**config.mk**
```make
export PLATFORM = sky130hd
export DESIGN_NAME = sat_simd_au_pipe
export DESIGN_NICKNAME = d
export VERILOG_FILES = /design/src/rtl/sat_simd_au_pipe.sv
export SDC_FILE = /design/constraint.sdc
export NUM_CORES = 1
export LEC_CHECK = 0
export CAP_MARGIN = 5
export CORE_AREA = 8 8 128 118
export DETAILED_ROUTE_END_ITERATION = 6
export DIE_AREA = 0 0 136 126
export GPL_ROUTABILITY_DRIVEN = 0
export SLEW_MARGIN = 30
export SYNTH_ARGS = -nofsm -noshare
export SYNTH_HDL_FRONTEND = slang
export SYNTH_SLANG_ARGS = --single-unit
```
**constraint.sdc**
```tcl
create_clock -name clk -period 4.1 [get_ports clk]
set_clock_uncertainty 0.05 [all_clocks]
set_input_delay 0.41 -clock clk [delete_from_list [all_inputs] [get_ports clk]]
set_output_delay 0.41 -clock clk [all_outputs]
set_load 0.02 [all_outputs]
```
**src/rtl/sat_simd_au_pipe.sv**
```systemverilog
// rtl/sat_simd_au_pipe.sv - two-stage saturating ADD/SUB/PADD/PSUB execute unit with Z/V/N/C flags
// Optional sticky overflow register enabled by macro SAT_AU_STICKY_V_EN.
module sat_simd_au_pipe #(
    parameter int WIDTH = 16,
    parameter int LANES = 2
) (
    input  logic             clk,
    input  logic             rst_n,
    input  logic             in_valid,
    output logic             in_ready,
    input  logic [1:0]       in_cmd,
    input  logic [WIDTH-1:0] in_a,
    input  logic [WIDTH-1:0] in_b,
    output logic             out_valid,
    input  logic             out_ready,
    output logic [WIDTH-1:0] out_result,
    output logic             out_z,
    output logic             out_v,
    output logic             out_n,
    output logic             out_c,
    input  logic             v_clr,
    output logic             sticky_v
);

    localparam int LW = WIDTH / LANES;

    logic             s1_valid;
    logic [1:0]       s1_cmd;
    logic [WIDTH-1:0] s1_a;
    logic [WIDTH-1:0] s1_b;

    logic s2_load;
    logic s1_advance;

    assign s2_load    = !out_valid || out_ready;
    assign s1_advance = s1_valid && s2_load;
    assign in_ready   = !s1_valid || s1_advance;

    always_ff @(posedge clk or negedge rst_n) begin
        if (!rst_n) begin
            s1_valid <= 1'b0;
            s1_cmd   <= 2'b00;
            s1_a     <= '0;
            s1_b     <= '0;
        end else if (in_ready) begin
            s1_valid <= in_valid;
            if (in_valid) begin
                s1_cmd <= in_cmd;
                s1_a   <= in_a;
                s1_b   <= in_b;
            end
        end
    end

    // cmd[0] selects subtract, cmd[1] selects the packed-lane datapath
    logic             s1_sub;
    logic             s1_packed;
    logic [WIDTH-1:0] b_eff;

    assign s1_sub    = s1_cmd[0];
    assign s1_packed = s1_cmd[1];
    assign b_eff     = s1_b ^ {WIDTH{s1_sub}};

    // Full-width path
    logic [WIDTH:0]   full_sum;
    logic             full_v;
    logic [WIDTH-1:0] full_res;

    assign full_sum = {1'b0, s1_a} + {1'b0, b_eff} + {{WIDTH{1'b0}}, s1_sub};
    assign full_v   = (s1_a[WIDTH-1] == b_eff[WIDTH-1]) && (full_sum[WIDTH-1] != s1_a[WIDTH-1]);
    assign full_res = full_v ? {s1_a[WIDTH-1], {(WIDTH-1){~s1_a[WIDTH-1]}}}
                             : full_sum[WIDTH-1:0];

    // Packed path: each lane has its own carry-in and never sees a neighbour's carry
    logic [WIDTH-1:0] lane_res;
    logic [LANES-1:0] lane_v;

    for (genvar i = 0; i < LANES; i++) begin : g_lane
        logic [LW-1:0] la;
        logic [LW-1:0] lb;
        logic [LW:0]   ls;
        logic          lv;

        assign la = s1_a[i*LW +: LW];
        assign lb = b_eff[i*LW +: LW];
        assign ls = {1'b0, la} + {1'b0, lb} + {{LW{1'b0}}, s1_sub};
        assign lv = (la[LW-1] == lb[LW-1]) && (ls[LW-1] != la[LW-1]);

        assign lane_res[i*LW +: LW] = lv ? {la[LW-1], {(LW-1){~la[LW-1]}}} : ls[LW-1:0];
        assign lane_v[i]            = lv;
    end

    logic [WIDTH-1:0] sel_res;
    logic             sel_v;
    logic             sel_c;

    assign sel_res = s1_packed ? lane_res : full_res;
    assign sel_v   = s1_packed ? (|lane_v) : full_v;
    assign sel_c   = s1_packed ? 1'b0 : full_sum[WIDTH];

    always_ff @(posedge clk or negedge rst_n) begin
        if (!rst_n) begin
            out_valid  <= 1'b0;
            out_result <= '0;
            out_z      <= 1'b0;
            out_v      <= 1'b0;
            out_n      <= 1'b0;
            out_c      <= 1'b0;
        end else if (s2_load) begin
            out_valid <= s1_valid;
            if (s1_valid) begin
                out_result <= sel_res;
                out_z      <= (sel_res == '0);
                out_v      <= sel_v;
                out_n      <= sel_res[WIDTH-1];
                out_c      <= sel_c;
            end
        end
    end

`ifdef SAT_AU_STICKY_V_EN
    logic sticky_q;

    // A setting transfer takes priority over a clear in the same cycle
    always_ff @(posedge clk or negedge rst_n) begin
        if (!rst_n) begin
            sticky_q <= 1'b0;
        end else if (out_valid && out_ready && out_v) begin
            sticky_q <= 1'b1;
        end else if (v_clr) begin
            sticky_q <= 1'b0;
        end
    end

    assign sticky_v = sticky_q;
`else
    logic unused_v_clr;

    assign unused_v_clr = v_clr;
    assign sticky_v     = 1'b0;
`endif

endmodule

```
==> metrics.cfg <==
[final_layout]
nets = 476
regArea_sq_um = 1380
drive_gt1_share_pct = 19.1
n_antenna_cell = 0
area_growth_pct = 23.1
num-fill-cells = 1320
multiInputGateArea_sq_um = 2300

[critical_path]
r2r_cells = 11
start_kind = flip-flop
crit_start = s1_cmd[0]$_DFFE_PN0P_
cp-endpoint = out_z$_DFFE_PN0P_
reg2reg_from = s1_cmd[0]$_DFFE_PN0P_
r2r-end = out_z$_DFFE_PN0P_
cp.arrival_ps = 3760
end_kind = flip-flop
path_class = reg2reg
r2r_slack_ps = 470
required_ps = 4230
cp_max_fo = 13

[cts]
path_clk_slew_ps = 70
ctsHoldBuffers = 0
cts.repair.resized = 0
cts_sinks = 55
cts_buffer_depth = 2
clkLatencyLatePin_ps = 290
cts_max_level = 2
cts_tree = built
cts_made_buffers = 5
cts_setup_buffers = 0
ctsRootBufferMaster = clkbuf_16

[die]
dieArea_sq_um = 17100
core-area_sq_um = 13000
fp.dieH_um = 126
die_w_um = 136
io_pins = 62
rows = 40
initial_utilization_pct = 29.2

[job]
cap_violations = 0

[routing]
vias_per_cell = 4.97
drc = 0
dr_total_vias = 2917
wl_per_cell_um = 15.4
dr.pass1.iters = 4
antenna_left = 0
drt_iter0_drc = 160
wirelength_um = 9030

[logic_synthesis]
synth-seq-cells = 55
syn_avg_cell_area_sq_um = 10.4
synth_area_sq_um = 3800
yosysWarnings = 0
seq_area_frac_synth_pct = 36.2
synthArstFlopShare_pct = 100
syn-instance-count = 366
ys.flop_type = dfrtp_1
synth_edf_count = 0
synth.distinct_cells = 73
syn-num-nets = 423

[power_and_ir_drop]
vdd_drop_max_mv = 0.204
pwr-share-comb_pct = 60.8
clkPwrFrac_pct = 13.9
power_frac_seq_pct = 25.3
intPower_uw = 1710
p_sw_share_pct = 44.1
p_leak_uw = 0.00193
p_sw_uw = 1350
cellPowerDensity_nw_per_um2 = 652

[grt]
grt_first_pass_wirelength_um = 14900
grt_max_degree = 56
gr-total-overflow = 0
grt_pass1_vias = 2975
grt.total_usage_pct = 10.5
antenna_found_initial = 0

[sta]
hold_violations = 0
setup_viol = 0
tightestPinTransition_ps = 704
finalCritPeriodShare_pct = 88.5
fin_crit_ps = 3630
rsz0062_at_grt = no
finalMaxSlewViolations = 0
whs_ps = 196
max_freq_ghz = 0.276
finalSetupTns_ps = 0
maxSlewHeadroom_pct = 53.1

[place]
dp_hpwl_um = 7040
port_buffers = 59

[status]
status = completed

[worst_hold_path]
min_path_type = in2async

==> worst max-delay path, cell delays in order (launching register included) <==
cell and delay [ps]:
dfrtp_1 540, buf_12 240, xor2_1 160, ha_1 440, and2_1 200, and3_1 420
a21o_1 280, nor3_2 90, a311oi_4 520, a21oi_1 190, o2111ai_1 300, o31ai_2 90
==> state kept, by name, indices dropped and copies added (netlist names) <==
name and cells:
out_result 16, out_valid 1, s1_valid 1, s1_cmd 2, out_v 1, out_z 1
out_c 1, s1_a 16, s1_b 16
==> area by class of cell <==
type,count,share of cell area [%]
multi-input cells,288,49.1
clock buffers,6,2.97
flip-flops and latches,55,29.4
repair buffers,63,13.4
clock inverters,1,0.107
well taps,168,4.49
inverters,6,0.481
==> power groups by stage <==
stage / clock network (uW) / logic (uW) / registers [uW]
after global placement: 0 / 1810 / 778
after detailed placement: 0 / 1840 / 787
after floorplan: 0 / 1260 / 857
final: 425 / 1860 / 772
after CTS: 443 / 1850 / 776
after global routing: 463 / 2030 / 793
==> per-stage QoR <==
step	setup slack, ps	total power, uW	std cells	utilization [%]	area (sq um)
after detailed placement	553	2630	580	34.9	4540
after CTS	526	3070	587	36.0	4680
after floorplan	797	2120	366	-	3800
after global routing	261	3290	587	36.0	4680
final	471	3050	587	36.0	4680
after global placement	616	2590	580	34.9	4540
==> worst min-delay path by stage <==
stage                                            end  slack, ps  cells after the start
after floorplan                    out_c$_DFFE_PN0P_         60                      0
after global placement             out_v$_DFFE_PN0P_        410                      2
after detailed placement  out_result[13]$_DFFE_PN0P_        420                      2
after CTS                       s1_b[13]$_DFFE_PN0P_        230                      2
after global routing             s1_b[7]$_DFFE_PN0P_        280                      2
final                           s1_b[13]$_DFFE_PN0P_        200                      2
==> Yosys cell counts, types with 3 or more instances <==
library cell | count | area share (%)
nor2_1 | 18 | 1.8
mux2_2 | 35 | 10
nand2_1 | 39 | 3.8
a221oi_1 | 4 | 0.92
nand3_1 | 3 | 0.39
xnor2_1 | 10 | 2.3
or2_2 | 3 | 0.49
and2_1 | 3 | 0.49
o31ai_1 | 10 | 2.0
o21ai_1 | 7 | 0.92
o21a_1 | 3 | 0.59
dfrtp_1 | 55 | 36
a31oi_1 | 3 | 0.49
a211oi_1 | 3 | 0.59
a21o_1 | 10 | 2.0
buf_4 | 4 | 0.79
and3_1 | 3 | 0.49
buf_6 | 3 | 0.89
inv_1 | 5 | 0.49
o21ai_0 | 8 | 1.1
or3_1 | 5 | 0.82
a21oi_2 | 3 | 0.69
nand2b_1 | 7 | 1.2
clkbuf_1 | 6 | 0.59
nor3_1 | 5 | 0.66
buf_2 | 3 | 0.39
a21oi_1 | 20 | 2.6
xor2_1 | 19 | 4.4
o31a_1 | 3 | 0.69
ha_1 | 16 | 5.3
==> routing by layer <==
metal  up-vias  track usage, %  share of wire (%)
met1      1387            15.1                 53
li1       1451               -                  -
met3         4            2.46                5.0
met2        75            15.7                 42
met4         0            2.00               0.61
met5         -               0                  0
==> logic make-up after synthesis <==
| kind of cell | after synthesis | share of synthesized area (%) |
|---|---|---|
| AOI/OAI and AO/OA | 104 | 22.7 |
| xor gates and xnor gates | 29 | 6.68 |
| adders and majority gates | 18 | 6.32 |
| buffers and inverters | 23 | 3.36 |
| DFF | 55 | 36.2 |
| muxes | 37 | 11.0 |
| other | 1 | 0.0986 |
| and+or+nand+nor | 99 | 13.7 |
==> cells in the final DEF, fill, tap and decap left out, drive strengths merged, types with 2 or more instances in the layout <==
cell type	count
mux2i	2
or2	3
a221oi	6
o31ai	11
o22ai	2
fa	2
xnor2	10
a211oi	6
inv	6
nand2	40
a31oi	3
dfrtp	55
o21ai	17
nand3	4
clkbuf	6
clkdlybuf4s50	58
o21bai	3
or3	5
nand2b	7
ha	16
o31a	3
buf	5
a21oi	23
nor3	7
a211o	3
nor2	18
and3	3
o21a	3
a2111oi	3
and2	3
nor3b	2
xor2	19
mux2	35
a21o	10
No activity file was read; power rests on OpenSTA's default activity.
